--- src/rtl/uart_rx_fifo.sv ---
// 8-N-1 UART receiver with first-word-fall-through receive FIFO.
// Flags stop-bit framing errors and sticky FIFO overrun.
module uart_rx_fifo #(
  parameter int CLOCK_FREQ = 25000000,
  parameter int BIT_RATE   = 9600,
  parameter int FIFO_DEPTH = 8
) (
  input  logic       clk,
  input  logic       reset,
  input  logic       rx,
  input  logic       rd_en,
  input  logic       clear_overrun,
  output logic [7:0] rd_data,
  output logic       rx_empty,
  output logic       rx_full,
  output logic       frame_error,
  output logic       overrun
);

  localparam int CPB = CLOCK_FREQ / BIT_RATE;
  localparam int CW  = $clog2(CPB);
  localparam int AW  = $clog2(FIFO_DEPTH);

  localparam logic [CW-1:0] C_HALF = CW'(CPB / 2 - 1);
  localparam logic [CW-1:0] C_FULL = CW'(CPB - 1);

  typedef enum logic [2:0] {
    S_IDLE,
    S_START,
    S_DATA,
    S_STOP,
    S_WAIT
  } state_t;

  logic          r_sync1;
  logic          r_sync2;
  logic          w_rxs;
  state_t        r_state;
  logic [CW-1:0] r_cnt;
  logic [2:0]    r_idx;
  logic [7:0]    r_shift;
  logic          r_fe;
  logic          w_push;

  logic [7:0]    r_mem [FIFO_DEPTH];
  logic [AW:0]   r_wptr;
  logic [AW:0]   r_rptr;
  logic          r_ovr;
  logic          w_empty;
  logic          w_full;
  logic          w_pop;
  logic          w_wr;
  logic          w_drop;

  always_ff @(posedge clk or negedge reset) begin
    if (!reset) begin
      r_sync1 <= 1'b1;
      r_sync2 <= 1'b1;
    end else begin
      r_sync1 <= rx;
      r_sync2 <= r_sync1;
    end
  end

  assign w_rxs = r_sync2;

  // Good stop bit: the assembled byte enters the FIFO on this same edge.
  assign w_push = (r_state == S_STOP) && (r_cnt == C_FULL) && w_rxs;

  always_ff @(posedge clk or negedge reset) begin
    if (!reset) begin
      r_state <= S_IDLE;
      r_cnt   <= '0;
      r_idx   <= '0;
      r_shift <= '0;
      r_fe    <= 1'b0;
    end else begin
      r_fe <= 1'b0;
      unique case (r_state)
        S_IDLE: begin
          if (!w_rxs) begin
            r_cnt   <= '0;
            r_state <= S_START;
          end
        end
        S_START: begin
          if (r_cnt == C_HALF) begin
            r_cnt   <= '0;
            r_idx   <= '0;
            r_state <= w_rxs ? S_IDLE : S_DATA;
          end else begin
            r_cnt <= r_cnt + 1'b1;
          end
        end
        S_DATA: begin
          if (r_cnt == C_FULL) begin
            r_cnt   <= '0;
            r_shift <= {w_rxs, r_shift[7:1]};
            r_idx   <= r_idx + 3'd1;
            if (r_idx == 3'd7) r_state <= S_STOP;
          end else begin
            r_cnt <= r_cnt + 1'b1;
          end
        end
        S_STOP: begin
          if (r_cnt == C_FULL) begin
            r_cnt <= '0;
            if (w_rxs) begin
              r_state <= S_IDLE;
            end else begin
              r_fe    <= 1'b1;
              r_state <= S_WAIT;
            end
          end else begin
            r_cnt <= r_cnt + 1'b1;
          end
        end
        S_WAIT: begin
          if (w_rxs) r_state <= S_IDLE;
        end
        default: r_state <= S_IDLE;
      endcase
    end
  end

  assign w_empty = (r_wptr == r_rptr);
  assign w_full  = (r_wptr[AW] != r_rptr[AW]) &&
                   (r_wptr[AW-1:0] == r_rptr[AW-1:0]);
  assign w_pop   = rd_en && !w_empty;
  // A pop in the same cycle frees the slot, so a full FIFO still accepts.
  assign w_wr    = w_push && (!w_full || w_pop);
  assign w_drop  = w_push && w_full && !w_pop;

  always_ff @(posedge clk) begin
    if (w_wr) r_mem[r_wptr[AW-1:0]] <= r_shift;
  end

  always_ff @(posedge clk or negedge reset) begin
    if (!reset) begin
      r_wptr <= '0;
      r_rptr <= '0;
      r_ovr  <= 1'b0;
    end else begin
      if (w_wr)  r_wptr <= r_wptr + 1'b1;
      if (w_pop) r_rptr <= r_rptr + 1'b1;
      if (w_drop)             r_ovr <= 1'b1;
      else if (clear_overrun) r_ovr <= 1'b0;
    end
  end

  assign rd_data     = w_empty ? 8'h00 : r_mem[r_rptr[AW-1:0]];
  assign rx_empty    = w_empty;
  assign rx_full     = w_full;
  assign frame_error = r_fe;
  assign overrun     = r_ovr;

endmodule

--- config.mk ---
export PLATFORM = sky130hd
export DESIGN_NAME = uart_rx_fifo
export DESIGN_NICKNAME = d
export VERILOG_FILES = /design/src/rtl/uart_rx_fifo.sv
export SDC_FILE = /design/constraint.sdc
export NUM_CORES = 1
export LEC_CHECK = 0
export CAP_MARGIN = 20
export CELL_PAD_IN_SITES_DETAIL_PLACEMENT = 1
export CELL_PAD_IN_SITES_GLOBAL_PLACEMENT = 2
export CORE_UTILIZATION = 26
export CTS_BUF_LIST = sky130_fd_sc_hd__clkbuf_4 sky130_fd_sc_hd__clkbuf_8 sky130_fd_sc_hd__clkbuf_16
export CTS_CLUSTER_DIAMETER = 30
export DETAILED_ROUTE_END_ITERATION = 10
export PLACE_DENSITY_LB_ADDON = 0.1
export REMOVE_ABC_BUFFERS = 1
export SLEW_MARGIN = 10
export SYNTH_ARGS = -nofsm -noshare
export SYNTH_HDL_FRONTEND = slang
export SYNTH_SLANG_ARGS = --single-unit
export TNS_END_PERCENT = 1
--- constraint.sdc ---
create_clock -name clk -period 2.5 [get_ports clk]
set_input_delay 0.375 -clock clk [delete_from_list [all_inputs] [get_ports clk]]
set_output_delay 0.375 -clock clk [all_outputs]
set_load 0.02 [all_outputs]
==> impl_metrics.yaml, run 1 <==
setup_path:
  timing.critical_path.to_type: "output port"
  timing.critical_path.arrival_ns: 2.01
  worst-r2r-setup-slack_ns: 0.19
  critical_path.startpoint: "r_rptr[0]$_DFFE_PN0P_"
  worst_ep_required_time_ns: 2.12
  setup.worst_path.class: "register to output port"
  critical_path_peak_fanout: 8
  startpoint_type: "register"
  r2r_start: "r_cnt[0]$_DFFE_PN0P_"
die:
  core_area_um2: 17240
  floorplan.die.width_um: 134.8
  die-area_um2: 18170
  number_of_ports_placed_on_the_die_boundary: 17
  placementRows: 48
  floorplan.initialDensity: 0.2660
  die_height_um: 134.8
cells_and_area:
  final_core_utilization: 0.3187
  fillerInstances: 1798
  final_cells: 572
  diodes_inserted: 0
  most_used_cells_in_the_layout_excluding_fill_and_tap_cells: "64 x edfxtp_1, 35 x dfrtp_1, 26 x buf_4, 22 x nor2_1, 16 x mux4_2"
  area_delta_synth_final_pct: 19.81
  final_layout_size_suffix_gt1_frac: 0.2536
  layout.cells.most_common: "edfxtp_1"
  net_total_in_the_final_layout: 353
global_route:
  grt_use_total: 0.1247
  largest_net_degree_at_the_start_of_global_routing: 30
  first_global_vias: 2841
  grt_overflow_total: 0
  antenna_found_initial: 0
  grt_first_pass_wirelength_mm: 16.70
timing:
  layout_min_cycle_time_ns: 2.380
  report.final.hold_viol_count: 0
  setup_viol: 0
  rsz0062_at_grt: "false"
  worst_slew_margin_rel: 0.6502
  post_route_skew_ns: 0.009075
  min_period_over_period: 0.9520
  finalSetupTns_ns: 0
  finalMaxSlewViolations: 0
  top_achievable_clock_speed_mhz: 420.1
  worst-slew-pin-transition_ns: 0.5247
clocking:
  clock_buffers_created_by_tritoncts: 9
  clockRootBuffer: "clkbuf_16"
  cts.reportedPaths.clkPinSlew_ns: 0.07
  cts_htree_levels: 3
  clock_insertion_delay_worst_skew_ns: 0.35
  clk_path_buf_depth: 2
  post-cts-setup-buffers: 0
  cts.sink_count: 102
  clock_tree_from_tritoncts: "built"
power:
  post_route_total_power_mw: 3.912
  vdd_drop_max_uv: 300.9
  cellLeakagePower_nw: 2.169
  power.density_cell_area_nw_per_um2: 712.0
route:
  wl_mm: 10.30
  vias_per_cell: 4.584
  routed_wire_length_per_instance_um: 18.00
  remaining_design_rule_violation_count: 0
  ant_nets: 0
  detail_route.iter0.violations: 119
  detail_route.first_pass.iterations: 4
  routed-via-count: 2622
placement:
  hpwl_mm: 7.084
  place.detailed.instances: 554
  numPortBuffers: 16
  finalWeightedCongestion: 0.7145
hold_path:
  hold_path_startpoint: "r_sync1$_DFF_PN1_"
  holdCritPathClass: "register to register"
status:
  status: "finished clean"
logic_synthesis:
  seq_area_frac_synth: 0.6270
  ffs_w_async_s_r_synth: 0.3725
  synth-seq-cells: 102
  yosysWarnings: 0
  postSynthAreaPerCell_um2: 15.08
  syn-cell-area_um2: 4586
  synth-main-ff-cell: "edfxtp_1"
  post_synth_inst_count: 304
  synth.distinct_cells: 58
  synth-edff-count: 64
run:
  cap_violations: 0
critical path, cell delays in order (launching register included):
cell and delay (ns):
dfrtp_2 0.43, clkbuf_16 0.19, mux4_2 0.53, mux2i_1 0.14, nor2_1 0.05, dlygate4sd2_1 0.31
sequential cells by signal (all words and copies together), names as in the netlist:
register,count
r_state,3
r_shift,8
r_sync2,1
r_cnt,12
r_wptr,4
r_rptr,4
frame_error,1
r_idx,3
r_sync1,1
r_mem,64
overrun,1
synthesized netlist by cell type (3+ instances only):
cell type  instances  share of area
clkbuf_1           7         0.0057
o21ai_0            6         0.0065
o21ai_1            5         0.0055
dfrtp_1           36           0.20
nor3_1             7         0.0076
nand2b_1           3         0.0041
o41ai_1            3         0.0057
edfxtp_1          64           0.42
nand4_1            5         0.0068
inv_1              9         0.0074
mux2i_1            8          0.017
xor2_1             3         0.0057
nor3b_1            5         0.0082
nand3_1            7         0.0076
nor4b_2            3         0.0098
nand2_1            9         0.0074
mux4_2            16          0.079
mux2_2             5          0.012
xnor2_1           14          0.027
buf_2              8         0.0087
ha_1               6          0.016
mux2_1             5          0.012
nor2_1            22          0.018
nor4_1             5         0.0068
cells by family after synthesis:
| kind of cell | after synthesis | synth area share |
|---|---|---|
| compound gates | 30 | 0.05075 |
| xor+xnor | 17 | 0.03247 |
| fa+ha+maj | 6 | 0.01637 |
| buf+inv | 28 | 0.02647 |
| flops | 102 | 0.6270 |
| mux | 34 | 0.1206 |
| simple gates | 87 | 0.1263 |
power by group:
part	switching, mW	internal, mW
combinational	0.315	0.309
clock	0.709	0.720
sequential	0.0453	1.81
path summary, 6_finish.rpt:
check,endpoint,cells after the start
setup / recovery,rd_data[4],5
hold / removal,r_sync2$_DFF_PN1_,0
setup reg to reg,r_mem[2][7]$_DFFE_PP_,6
hold reg to reg,r_sync2$_DFF_PN1_,0
max in group asynchronous,r_sync1$_DFF_PN1_,3
min in group asynchronous,r_rptr[3]$_DFFE_PN0P_,2
what timing repair did:
| item | in CTS | in global routing |
|---|---|---|
| resized for setup | 10 | 2 |
| hold endpoints to repair | 9 | 0 |
| cloned | 0 | 1 |
| pin swaps | 0 | 1 |
| hold buffers | 1 | 0 |
| setup endpoints to repair | 10 | 65 |
final cells by class:
class	count	area, um^2	share of cell area
Inverter	10	37.54	0.006832
Multi-Input combinational cell	174	1604	0.2920
Clock inverter	7	76.32	0.01389
Clock buffer	9	225.2	0.04099
Tap cell	225	281.5	0.05124
Timing Repair Buffer	45	392.9	0.07151
Sequential cell	102	2877	0.5236
layer usage:
metal	GRT usage	wire, um	part of all wire	vias to the layer above
met2	0.2042	5135	0.50	18
met5	0	0	0	-
met3	0.02590	184	0.018	13
li1	-	-	-	1238
met1	0.1609	4816	0.47	1353
met4	0.05056	158	0.015	0
per-stage QoR:
stage | setup slack [ns] | hold slack [ns] | cell area, um^2
4_1_cts | 0.03693 | 0.3591 | 5465
3_3_place_gp | 0.1163 | 0.2596 | 5166
5_1_grt | 0.02150 | 0.3643 | 5494
3_5_place_dp | 0.05940 | 0.2605 | 5166
6_report | 0.1199 | 0.3573 | 5494
2_1_floorplan | -0.2491 | 0.07941 | 4502
(Power assumes the default switching activity.)
==> inputs of run 2 (changes only) <==
--- a/config.mk
+++ b/config.mk
@@ -5,13 +5,13 @@
 export SDC_FILE = /design/constraint.sdc
 export NUM_CORES = 1
 export LEC_CHECK = 0
-export CAP_MARGIN = 20
 export CELL_PAD_IN_SITES_DETAIL_PLACEMENT = 1
 export CELL_PAD_IN_SITES_GLOBAL_PLACEMENT = 2
 export CORE_UTILIZATION = 26
 export CTS_BUF_LIST = sky130_fd_sc_hd__clkbuf_4 sky130_fd_sc_hd__clkbuf_8 sky130_fd_sc_hd__clkbuf_16
 export CTS_CLUSTER_DIAMETER = 30
 export DETAILED_ROUTE_END_ITERATION = 10
+export MAX_ROUTING_LAYER = met4
 export PLACE_DENSITY_LB_ADDON = 0.1
 export REMOVE_ABC_BUFFERS = 1
 export SLEW_MARGIN = 10
==> run 2 against run 1 <==
Net effect: maximum frequency shrank 0.10%; clock power hardly changed; worst hold slack about the same; design area stayed put; combinational power about the same; final cell count unchanged; first-iteration DRC count grew 11%; sequential power hardly changed; die area unchanged; sequential share of layout area is the same; clock skew rose by 0.00068 ns; utilization stayed put; largest cell class unchanged; highest routed layer unchanged.
==> impl_metrics.yaml, run 2 (synthesized netlist as in run 1, its figures left out) <==
timing:
  rsz0062_at_grt: "false"
  finalSetupTns_ns: 0
  post_route_skew_ns: 0.009753
  setup_viol: 0
  finalHoldWorstSlack_ns: 0.3572
  layout_min_cycle_time_ns: 2.383
  min_period_over_period: 0.9530
  worst_slew_margin_rel: 0.6401
  top_achievable_clock_speed_mhz: 419.7
  finalMaxSlewViolations: 0
  report.final.hold_viol_count: 0
  worst-slew-pin-transition_ns: 0.5399
hold_path:
  holdCritPathClass: "register to register"
  whs_path_depth: 0
route:
  ant_nets: 0
  routed-via-count: 2606
  routed_wire_length_per_instance_um: 17.98
  remaining_design_rule_violation_count: 0
  detail_route.iter0.violations: 132
  wl_mm: 10.28
  vias_per_cell: 4.556
  detail_route.first_pass.iterations: 4
global_route:
  first_global_vias: 2828
  largest_net_degree_at_the_start_of_global_routing: 30
  grt_overflow_total: 0
  grt_use_total: 0.1290
  grt_first_pass_wirelength_mm: 16.72
  antenna_found_initial: 0
cells_and_area:
  net_total_in_the_final_layout: 353
  layout.cells.most_common: "edfxtp_1"
  most_used_cells_in_the_layout_excluding_fill_and_tap_cells: "64 x edfxtp_1, 35 x dfrtp_1, 26 x buf_4, 22 x nor2_1, 16 x mux4_2"
  area.sequential_um2: 2877
  final_cell_area_um2: 5494
  final_cells: 572
  diodes_inserted: 0
  final_layout_size_suffix_gt1_frac: 0.2536
  fillerInstances: 1798
  multi_input_logic_area_um2: 1604
  final_core_utilization: 0.3187
  largest_register_ffs: 64
  area_delta_synth_final_pct: 19.81
clocking:
  cts.reportedPaths.clkPinSlew_ns: 0.07
  clk_path_buf_depth: 2
  clockRootBuffer: "clkbuf_16"
  clock_buffers_created_by_tritoncts: 9
  clock_insertion_delay_worst_skew_ns: 0.36
  cts.sink_count: 102
  clock_tree_from_tritoncts: "built"
  cts_htree_levels: 3
placement:
  placedInstanceArea_um2: 5166
  place.detailed.instances: 554
  finalWeightedCongestion: 0.7228
  numPortBuffers: 16
  hpwl_mm: 7.084
die:
  die-area_um2: 18170
  floorplan.die.width_um: 134.8
  core_area_um2: 17240
  floorplan.initialDensity: 0.2660
  number_of_ports_placed_on_the_die_boundary: 17
  die_height_um: 134.8
  placementRows: 48
setup_path:
  timing.critical_path.arrival_ns: 2.01
  setup.worst_path.class: "register to output port"
  startpoint_type: "register"
  reg2regPathDepth: 6
  critical_path_peak_fanout: 8
  timing.critical_path.to_type: "output port"
  worst_ep_required_time_ns: 2.12
run:
  cap_violations: 0
power:
  power.density_cell_area_nw_per_um2: 712.1
  cellLeakagePower_nw: 2.169
  vdd_drop_max_uv: 303.2
status:
  status: "finished clean"
[run 2: cell counts in the layout (fill, tap and decap cells not counted)]
No cell type changed its count.
[run 2: what timing repair did]
item	CTS	global route
resized for setup	10	2
setup buffers	0	0
pin swaps	0	1
hold buffers	1	0
hold endpoints to repair	9	0
cloned	0	1
setup endpoints to repair	10	65
[run 2: layout make-up]
| cell class | instances | area share |
|---|---|---|
| inverter | 10 | 0.006832 |
| clock inverter | 7 | 0.01389 |
| tap | 225 | 0.05124 |
| multi-input combinational | 174 | 0.2920 |
| timing repair buffer | 45 | 0.07151 |
| clock buffer | 9 | 0.04099 |
| sequential | 102 | 0.5236 |
[run 2: final timing paths]
kind                                  startpoint               endpoint  slack, ns
max                        r_rptr[0]$_DFFE_PN0P_             rd_data[4]       0.12
max reg2reg                 r_cnt[0]$_DFFE_PN0P_  r_mem[2][7]$_DFFE_PP_       0.19
min reg2reg                    r_sync1$_DFF_PN1_      r_sync2$_DFF_PN1_       0.36
min in group asynchronous                  reset  r_rptr[3]$_DFFE_PN0P_       0.42
max in group asynchronous                  reset      r_sync1$_DFF_PN1_       1.36
min                            r_sync1$_DFF_PN1_      r_sync2$_DFF_PN1_       0.36
[run 2: critical path: stages, from the launching register on]
cell	delay, ns
dfrtp_2	0.43
clkbuf_16	0.19
mux4_2	0.53
mux2i_1	0.14
nor2_1	0.05
dlygate4sd2_1	0.31
[run 2: metal layers]
layer  vias up  track usage  wire [um]
li1       1238            -          -
met1      1338       0.1626       4773
met2        18       0.2030       5129
met3        12      0.02590        206
met4         0      0.05243        172
met5         -            -          0
[run 2: power breakdown]
part           switching [mW]  internal [mW]  leakage, nW
combinational           0.317          0.309        0.781
clock                   0.707          0.720        0.150
sequential             0.0457           1.81         1.24
[run 2: through the flow]
step,total power [mW],setup WS [ns]
2_1_floorplan,2.242,-0.2491
5_1_grt,4.110,0.02013
6_report,3.912,0.1175
4_1_cts,3.946,0.03693
3_5_place_dp,2.500,0.05940
3_3_place_gp,2.495,0.1163
==> inputs of run 3 (changes only) <==
--- a/config.mk
+++ b/config.mk
@@ -14,8 +14,8 @@
 export MAX_ROUTING_LAYER = met4
 export PLACE_DENSITY_LB_ADDON = 0.1
 export REMOVE_ABC_BUFFERS = 1
-export SLEW_MARGIN = 10
+export SLEW_MARGIN = 40
 export SYNTH_ARGS = -nofsm -noshare
 export SYNTH_HDL_FRONTEND = slang
 export SYNTH_SLANG_ARGS = --single-unit
-export TNS_END_PERCENT = 1
+export TNS_END_PERCENT = 100
==> run 3 against run 2 <==
Net effect: count of clock-buffer cells in the layout is the same; global-route usage is the same; clock skew is essentially flat; largest cell class unchanged; highest routed layer unchanged.
==> impl_metrics.yaml, run 3 (synthesized netlist as in run 1, its figures left out) <==
cells_and_area:
  final_cells: 574
  largest_register_ffs: 64
  diodes_inserted: 0
  final_layout_size_suffix_gt1_frac: 0.2550
  net_total_in_the_final_layout: 355
  most_used_cells_in_the_layout_excluding_fill_and_tap_cells: "64 x edfxtp_1, 35 x dfrtp_1, 27 x buf_4, 22 x nor2_1, 16 x mux4_2"
  multi_input_logic_area_um2: 1617
  layout.cells.most_common: "edfxtp_1"
  fillerInstances: 1799
  area.sequential_um2: 2877
  area_delta_synth_final_pct: 20.25
timing:
  finalSetupTns_ns: 0
  rsz0062_at_grt: "false"
  setup_viol: 0
  top_achievable_clock_speed_mhz: 419.6
  worst-slew-pin-transition_ns: 0.5406
  report.final.hold_viol_count: 0
  finalHoldWorstSlack_ns: 0.3575
  min_period_over_period: 0.9532
  finalMaxSlewViolations: 0
  layout_min_cycle_time_ns: 2.383
  post_route_skew_ns: 0.009747
  layout_setup_ws_ns: 0.1169
  worst_slew_margin_rel: 0.6396
route:
  wl_mm: 10.40
  detail_route.first_pass.iterations: 4
  vias_per_cell: 4.606
  routed-via-count: 2644
  routed_wire_length_per_instance_um: 18.11
  detail_route.iter0.violations: 143
  remaining_design_rule_violation_count: 0
  ant_nets: 0
setup_path:
  startpoint_type: "register"
  critical_path_peak_fanout: 8
  worst_ep_required_time_ns: 2.12
  max_stage_delay_ns: 0.53
  timing.critical_path.to_type: "output port"
  cpMaxStageDelayCell: "mux4_2"
  timing.critical_path.arrival_ns: 2.01
  critical-path-top-delay-family: "multiplexers"
  setup.worst_path.class: "register to output port"
  worst-r2r-setup-slack_ns: 0.22
  critical_path.cell_chain: "clkbuf_16 > mux4_2 > mux2i_1 > nor2_1 > dlygate4sd2_1"
  cp_num_buf_inv: 2
die:
  placementRows: 48
  floorplan.die.width_um: 134.8
  die-area_um2: 18170
  number_of_ports_placed_on_the_die_boundary: 17
  core_area_um2: 17240
  floorplan.initialDensity: 0.2660
  die_height_um: 134.8
placement:
  hpwl_mm: 7.084
  place_ws_ns: 0.05940
  place.detailed.instances: 554
  numPortBuffers: 16
  finalWeightedCongestion: 0.7228
power:
  vdd_drop_max_uv: 304.3
  cellLeakagePower_nw: 2.178
  power.density_cell_area_nw_per_um2: 711.0
clocking:
  clk_path_buf_depth: 2
  clock_buffers_created_by_tritoncts: 9
  cts.reportedPaths.clkPinSlew_ns: 0.08
  clock_tree_from_tritoncts: "built"
  clockRootBuffer: "clkbuf_16"
  clock_insertion_delay_worst_skew_ns: 0.36
  cts.sink_count: 102
  cts_htree_levels: 3
global_route:
  grt_overflow_total: 0
  largest_net_degree_at_the_start_of_global_routing: 30
  antenna_found_initial: 0
  first_global_vias: 2828
  grt_first_pass_wirelength_mm: 16.72
  grt_use_total: 0.1290
run:
  cap_violations: 0
hold_path:
  holdCritPathClass: "register to register"
status:
  status: "finished clean"
==> run 3: changes by cell type in the layout (fill, tap and decap cells not counted), sizes merged <==
cell / delta
o2111ai: +1
buf: +1
==> run 3: routing by layer <==
layer  vias up  part of all wire  GRT usage
met4         0             0.017    0.05243
met5         -                 0          -
met3        12             0.019    0.02590
li1       1246                 -          -
met1      1368              0.47     0.1626
met2        18              0.50     0.2030
==> run 3: stage by stage <==
| step | power, mW | utilization | instance area (um^2) |
|---|---|---|---|
| 2_1_floorplan | 2.242 | - | 4502 |
| 3_3_place_gp | 2.495 | 0.2997 | 5166 |
| 3_5_place_dp | 2.500 | 0.2997 | 5166 |
| 4_1_cts | 3.946 | 0.3171 | 5465 |
| 5_1_grt | 4.113 | 0.3199 | 5514 |
| 6_report | 3.921 | 0.3199 | 5514 |
==> run 3: worst reg2reg max path, delay by kind of cell (launching register included) <==
kind	cells	cell delay, ns
AO/OA/AOI/OAI	1	0.22
adder cells (fa/ha/maj)	1	0.28
buffers and inverters	2	0.41
flip-flops	1	0.43
AND/OR/NAND/NOR	3	0.64
==> run 3: worst paths after layout <==
path / start / to / depth (start not counted)
min reg2reg: r_sync1$_DFF_PN1_ / r_sync2$_DFF_PN1_ / 0
max: r_rptr[0]$_DFFE_PN0P_ / rd_data[4] / 5
min in group asynchronous: reset / overrun$_DFFE_PN0P_ / 2
min: r_sync1$_DFF_PN1_ / r_sync2$_DFF_PN1_ / 0
max reg2reg: r_cnt[0]$_DFFE_PN0P_ / r_mem[7][6]$_DFFE_PP_ / 7
max in group asynchronous: reset / r_sync2$_DFF_PN1_ / 3
==> run 3: where the power goes <==
group          internal, mW  switching [mW]  total, mW
clock network         0.720           0.712       1.43
logic                 0.309           0.320      0.628
registers              1.81          0.0461       1.86
total                  2.84            1.08       3.92
==> run 3: layout make-up <==
type	count	share of cell area
flip-flops and latches	102	0.5217
multi-input cells	175	0.2932
repair buffers	46	0.07261
well taps	225	0.05106
clock buffers	9	0.04084
clock inverters	7	0.01384
inverters	10	0.006807
==> run 3: timing repair <==
| action | CTS | global route |
|---|---|---|
| hold buffers | 1 | 0 |
| cloned | 0 | 2 |
| pin swaps | 0 | 2 |
| setup endpoints to repair | 10 | 65 |
| resized for setup | 10 | 1 |
| endpoints found under the hold margin | 9 | 0 |
| setup buffers | 0 | 1 |
